## src/rtl/neopix_pkg.sv

```systemverilog
// Shared types and helpers for the WS2812 (NeoPixel) serializer.
// Converts nanosecond timings into whole system-clock cycles.
package neopix_pkg;

    localparam int BYTE_W = 8;

    typedef enum logic [1:0] {
        IDLE  = 2'd0,
        HIGH  = 2'd1,
        LOW   = 2'd2,
        LATCH = 2'd3
    } state_t;

    // Truncating conversion; the clock is assumed to be a whole number of MHz.
    function automatic int ns_to_cyc(input int clock, input int ns);
        return (clock / 1000000) * ns / 1000;
    endfunction

endpackage

```

## src/rtl/neopix_encoder.sv

```systemverilog
// Serializes bytes MSB first into the single-wire WS2812 NRZ waveform,
// followed by a low latch gap and a one-cycle frame_done_o pulse.
module neopix_encoder
    import neopix_pkg::*;
#(
    parameter int SYSTEM_CLOCK = 50000000,
    parameter int T0H_NS       = 400,
    parameter int T1H_NS       = 800,
    parameter int BIT_NS       = 1250,
    parameter int LATCH_US     = 60
) (
    input  logic              clk_i,
    input  logic              reset_ni,
    input  logic [BYTE_W-1:0] data_i,
    input  logic              valid_i,
    input  logic              last_i,
    output logic              ready_o,
    output logic              dout_o,
    output logic              busy_o,
    output logic              frame_done_o,
    output logic              underrun_o
);

    localparam int T0H_CYC   = ns_to_cyc(SYSTEM_CLOCK, T0H_NS);
    localparam int T1H_CYC   = ns_to_cyc(SYSTEM_CLOCK, T1H_NS);
    localparam int BIT_CYC   = ns_to_cyc(SYSTEM_CLOCK, BIT_NS);
    localparam int LATCH_CYC = ns_to_cyc(SYSTEM_CLOCK, LATCH_US * 1000);
    localparam int TIMER_W   = $clog2(LATCH_CYC + 1);
    localparam int IDX_W     = $clog2(BYTE_W);

    // Timer reload values are "cycles minus one": a phase ends when the timer reads zero.
    localparam logic [TIMER_W-1:0] T0H_LD   = TIMER_W'(T0H_CYC - 1);
    localparam logic [TIMER_W-1:0] T1H_LD   = TIMER_W'(T1H_CYC - 1);
    localparam logic [TIMER_W-1:0] LOW0_LD  = TIMER_W'(BIT_CYC - T0H_CYC - 1);
    localparam logic [TIMER_W-1:0] LOW1_LD  = TIMER_W'(BIT_CYC - T1H_CYC - 1);
    localparam logic [TIMER_W-1:0] LATCH_LD = TIMER_W'(LATCH_CYC - 1);
    localparam logic [IDX_W-1:0]   IDX_TOP  = IDX_W'(BYTE_W - 1);

    if (SYSTEM_CLOCK % 1000000 != 0 || T0H_CYC == 0 || T0H_CYC >= T1H_CYC ||
        T1H_CYC >= BIT_CYC || BIT_CYC > LATCH_CYC + 1) begin : g_param_check
        $error("neopix_encoder: inconsistent timing parameters");
    end

    state_t              state_q, state_d;
    logic [TIMER_W-1:0]  timer_q, timer_d;
    logic [BYTE_W-1:0]   shift_q, shift_d;
    logic [IDX_W-1:0]    idx_q, idx_d;
    logic                last_q, last_d;
    logic                dout_q, dout_d;
    logic                frame_done_q, frame_done_d;
    logic                underrun_q, underrun_d;
    logic                load;
    logic                phase_end;

    always_comb begin
        state_d      = state_q;
        timer_d      = timer_q;
        shift_d      = shift_q;
        idx_d        = idx_q;
        last_d       = last_q;
        frame_done_d = 1'b0;
        underrun_d   = 1'b0;
        ready_o      = 1'b0;
        load         = 1'b0;
        phase_end    = (timer_q == '0);

        unique case (state_q)
            IDLE: begin
                ready_o = 1'b1;
                load    = valid_i;
            end
            HIGH: begin
                if (phase_end) begin
                    state_d = LOW;
                    timer_d = shift_q[BYTE_W-1] ? LOW1_LD : LOW0_LD;
                end else begin
                    timer_d = timer_q - TIMER_W'(1);
                end
            end
            LOW: begin
                if (!phase_end) begin
                    timer_d = timer_q - TIMER_W'(1);
                end else if (idx_q != '0) begin
                    state_d = HIGH;
                    shift_d = {shift_q[BYTE_W-2:0], 1'b0};
                    idx_d   = idx_q - IDX_W'(1);
                    timer_d = shift_q[BYTE_W-2] ? T1H_LD : T0H_LD;
                end else if (last_q) begin
                    state_d = LATCH;
                    timer_d = LATCH_LD;
                end else begin
                    // Zero-gap handoff: a waiting byte starts its first high phase immediately.
                    ready_o = 1'b1;
                    load    = valid_i;
                    if (!valid_i) begin
                        state_d    = LATCH;
                        timer_d    = LATCH_LD;
                        underrun_d = 1'b1;
                    end
                end
            end
            LATCH: begin
                if (phase_end) begin
                    state_d      = IDLE;
                    frame_done_d = 1'b1;
                end else begin
                    timer_d = timer_q - TIMER_W'(1);
                end
            end
            default: state_d = IDLE;
        endcase

        if (load) begin
            state_d = HIGH;
            shift_d = data_i;
            last_d  = last_i;
            idx_d   = IDX_TOP;
            timer_d = data_i[BYTE_W-1] ? T1H_LD : T0H_LD;
        end

        dout_d = (state_d == HIGH);
    end

    always_ff @(posedge clk_i or negedge reset_ni) begin
        if (!reset_ni) begin
            state_q      <= IDLE;
            timer_q      <= '0;
            shift_q      <= '0;
            idx_q        <= '0;
            last_q       <= 1'b0;
            dout_q       <= 1'b0;
            frame_done_q <= 1'b0;
            underrun_q   <= 1'b0;
        end else begin
            state_q      <= state_d;
            timer_q      <= timer_d;
            shift_q      <= shift_d;
            idx_q        <= idx_d;
            last_q       <= last_d;
            dout_q       <= dout_d;
            frame_done_q <= frame_done_d;
            underrun_q   <= underrun_d;
        end
    end

    assign dout_o       = dout_q;
    assign busy_o       = (state_q != IDLE);
    assign frame_done_o = frame_done_q;
    assign underrun_o   = underrun_q;

endmodule

```

## config.mk

```make
export PLATFORM = sky130hd
export DESIGN_NAME = neopix_encoder
export DESIGN_NICKNAME = d
export VERILOG_FILES = /design/src/rtl/neopix_pkg.sv /design/src/rtl/neopix_encoder.sv
export SDC_FILE = /design/constraint.sdc
export NUM_CORES = 1
export LEC_CHECK = 0
export ABC_AREA = 1
export CAP_MARGIN = 30
export CORE_MARGIN = 2
export CORE_UTILIZATION = 28
export CTS_CLUSTER_SIZE = 20
export DETAILED_ROUTE_END_ITERATION = 12
export GPL_TIMING_DRIVEN = 0
export REMOVE_ABC_BUFFERS = 1
export SYNTH_ARGS = -nofsm -noshare
export SYNTH_HDL_FRONTEND = slang
export SYNTH_SLANG_ARGS = --single-unit
```

## constraint.sdc

```tcl
create_clock -name clk_i -period 2.3 [get_ports clk_i]
set_input_delay 0.345 -clock clk_i [delete_from_list [all_inputs] [get_ports clk_i]]
set_output_delay 0.345 -clock clk_i [all_outputs]
set_load 0.01 [all_outputs]
```

==> out/qor_table.md <==
| Metric | This run |
|:---|:---|
| Static leakage | 1.07 nW |
| Net count reported at finish | 278 |
| DR iter-0 viols | 93 |
| Cell Rows | 29 |
| Cell chain of the critical path | nor2_2, nand2_2, nor2_8, nand2_4, clkinv_2, nand4_1, nand2_1, dlygate4sd2_1 |
| Area of the die | 7040 µm² |
| Count of warnings emitted by yosys | 0 |
| #FFs+latches synth | 29 |
| Clock input transition at the sequential cells of the worst setup and hold paths | 0.07 ns |
| Share of cells above drive strength 1 | 12.9% |
| Detailed-route vias per instance | 4.56 |
| Detail Placement HPWL | 2.82 mm |
| Predominant post-synthesis flop cell | sky130_fd_sc_hd__dfrtp_1 |
| Sequential Area | 726 µm² |
| Source-to-sink clock delay at the later pin of the worst-skew pair | 0.29 ns |
| Unique masters post-synth | 27 |
| Routed wire length | 3.89 mm |
| Die width | 83.9 µm |
| Netlist area before placement | 1790 µm² |
| Final routed wire length divided by cell count | 11.4 µm |
| Global Route Usage Sum | 12.3% |
| Area occupied by multi-input gates | 917 µm² |
| Count of clock tree sinks | 29 |
| Post-Place Worst Slack | 0.0160 ns |
| Capturing element type of the critical path | primary output |
| Tightest slew margin relative to the limit | 55.2% |
| CTS Hold Bufs | 0 |
| Maximum frequency from static timing analysis | 0.470 GHz |
| Slowest CP cell | sky130_fd_sc_hd__dfrtp_1 |
| Overflow left after global routing | 0 |
| Data arrival at the endpoint of the critical path | 1.78 ns |
| Final slew viol count | 0 |
| Vias | 1556 |
| Y dimension of the die | 83.9 µm |
| Core Footprint | 6280 µm² |
| H-tree depth reported by CTS | 2 |
| Status | completed |
| Weighted congestion reported at the end of routability-driven placement | 0.773 |
| Maximum vdd drop | 0.000346 V |
| Max-Cap Viols | 0 |
| Accumulated negative setup slack | 0 ns |
| Maximum number of pins on one net before global-route repair | 30 |
| Number of flops mapped to enable cells by yosys | 0 |
| Crit path setup slack, layout | 0.174 ns |
| Critical Path Max Stage Delay | 0.44 ns |
| Number of nets with antenna violations after routing | 0 |
| Final period utilization | 92.4% |
| Biggest fanout along the worst timing path | 5 |
| I/O pins | 17 |
| Root Driver | sky130_fd_sc_hd__clkbuf_8 |
| CP Data Required Time | 1.96 ns |
| Gate count of the mapped netlist | 240 |
| Layout overhead on the synthesized area | 18.5% |
| Total of buffers placed on input and output ports | 16 |
| Sequential element share of the synthesized area | 40.6% |
| Worst Clk Skew | 0.00970 ns |
| Crit Path Class | flip-flop to primary output |
| TritonCTS clock tree | done |
| Layout fillers | 673 |
| Average footprint of a synthesized cell | 7.45 µm² |
| Asr flop ratio synth | 100% |
| Power density of the placed cells | 503 nW/µm² |
| Kind of start point of the critical path | flip-flop |
| Classification of the worst-slack hold path | primary input to asynchronous set/reset pin |
| Antenna diode count | 0 |
| Number of global-route vias before repair | 1473 |
| Final number of hold-violating endpoints | 0 |
| Number of antenna violations at the first check in global routing | 0 |
| Clock buffers created by TritonCTS | 5 |
| Final setup violation count | 0 |
| TritonRoute pass-1 iters | 4 |
| Starting density of the core | 28.5% |
| Clock period minus worst slack | 2.13 ns |
| DRC viols | 0 |
| Clk buf depth | 2 |
| Wire length of the first global-routing pass | 6.87 mm |
| Worst-margin pin slew | 0.672 ns |
| RSZ-0062 raised after global routing | false |
[final timing paths]
check	start	endpoint	slack (ns)	cells past startpoint
setup / recovery	timer_q[4]	ready_o	0.17	8
hold / removal	reset_ni	timer_q[4]	0.09	1
setup reg to reg	timer_q[4]	idx_q[2]	0.41	9
hold reg to reg	timer_q[0]	timer_q[0]	0.47	2
max in group asynchronous	reset_ni	timer_q[9]	1.77	1
min in group clk_i	timer_q[0]	timer_q[0]	0.47	2
[synth_stat cells, types with 2 or more instances]
cell type	number	area, µm²
sky130_fd_sc_hd__xor2_1	2	17.5
sky130_fd_sc_hd__buf_6	2	22.5
sky130_fd_sc_hd__nand3_4	2	35.0
sky130_fd_sc_hd__nand2_4	3	33.8
sky130_fd_sc_hd__nand2_2	4	25.0
sky130_fd_sc_hd__nor2_4	3	33.8
sky130_fd_sc_hd__nand3_1	21	105
sky130_fd_sc_hd__o21ai_0	16	80.1
sky130_fd_sc_hd__inv_1	29	109
sky130_fd_sc_hd__ha_1	3	37.5
sky130_fd_sc_hd__nor3_1	2	10.0
sky130_fd_sc_hd__and2_1	2	12.5
sky130_fd_sc_hd__nor2_2	3	18.8
sky130_fd_sc_hd__dfrtp_1	29	726
sky130_fd_sc_hd__nand4_1	5	31.3
sky130_fd_sc_hd__o211ai_1	2	15.0
sky130_fd_sc_hd__inv_2	2	7.51
sky130_fd_sc_hd__nor2_1	22	82.6
sky130_fd_sc_hd__xnor2_1	2	17.5
sky130_fd_sc_hd__a21oi_1	11	55.1
sky130_fd_sc_hd__nand2_1	69	259
[flip-flops by register name (all words and copies together) (netlist names)]
name,cells
last_q,1
state_q,2
idx_q,3
dout_o,1
timer_q,12
underrun_o,1
frame_done_o,1
shift_q,8
[logic make-up after synthesis]
kind of cell / Yosys count / share of synthesized area, %
AO/OA/AOI/OAI: 29 / 8.40
AND/OR/NAND/NOR: 140 / 38.6
buffers and inverters: 35 / 8.40
XOR/XNOR: 4 / 1.96
flip-flops: 29 / 40.6
adder cells (fa/ha/maj): 3 / 2.10
[power breakdown]
| group | internal [mW] | switching [mW] | leakage [nW] |
|---|---|---|---|
| combinational | 0.0473 | 0.0566 | 0.693 |
| clock | 0.209 | 0.199 | 0.0450 |
| sequential | 0.530 | 0.0231 | 0.334 |
[placed cells by master (no fill, tap or decap), types with 3 or more instances in the layout]
cell | Yosys | final
sky130_fd_sc_hd__a21oi_1 | 11 | 11
sky130_fd_sc_hd__clkbuf_8 | 0 | 5
sky130_fd_sc_hd__clkdlybuf4s50_1 | 0 | 14
sky130_fd_sc_hd__clkinv_2 | 1 | 3
sky130_fd_sc_hd__dfrtp_1 | 29 | 29
sky130_fd_sc_hd__inv_1 | 29 | 29
sky130_fd_sc_hd__nand2_1 | 69 | 69
sky130_fd_sc_hd__nand2_2 | 4 | 4
sky130_fd_sc_hd__nand2_4 | 3 | 3
sky130_fd_sc_hd__nand3_1 | 21 | 21
sky130_fd_sc_hd__nand4_1 | 5 | 5
sky130_fd_sc_hd__nor2_1 | 22 | 21
sky130_fd_sc_hd__nor2_2 | 3 | 4
sky130_fd_sc_hd__nor2_4 | 3 | 3
sky130_fd_sc_hd__o21ai_0 | 16 | 16
[critical path, delay by kind of cell, from the launching register on]
kind,cells,cell delay (ns)
flip-flops,1,0.44
AND/OR/NAND/NOR,6,0.72
buffers and inverters,2,0.34
[metal layers]
layer  GRT usage (%)  wire length [µm]
met5               0                 0
met4            5.43                91
met3            3.76               194
met2            18.7              1730
met1            16.2              1880
[what timing repair did]
action / 4_1_cts / 5_1_grt
resized for setup: 3 / 0
endpoints found under the setup margin: 1 / 0
setup buffers: 2 / 0
[layout make-up]
type / count / share of cell area, %
inverter: 33 / 6.02
clock buffer: 6 / 3.43
tap: 77 / 4.55
sequential: 29 / 34.3
timing repair buffer: 18 / 7.97
clock inverter: 2 / 0.473
multi-input combinational: 176 / 43.3
[stage by stage]
| stage | instance area [µm²] | std cells | util (%) | hold WS [ns] | total power, mW |
|---|---|---|---|---|---|
| after CTS | 2120 | 341 | 33.7 | 0.115 | 1.09 |
| after floorplan | 1770 | 238 | - | 0.0494 | 0.622 |
| final | 2120 | 341 | 33.7 | 0.0911 | 1.07 |
| after global placement | 2020 | 331 | 32.2 | 0.463 | 0.666 |
| after detailed placement | 2020 | 331 | 32.1 | 0.430 | 0.667 |
| after global routing | 2120 | 341 | 33.7 | 0.141 | 1.12 |
Power figures use the tool's default switching activity.
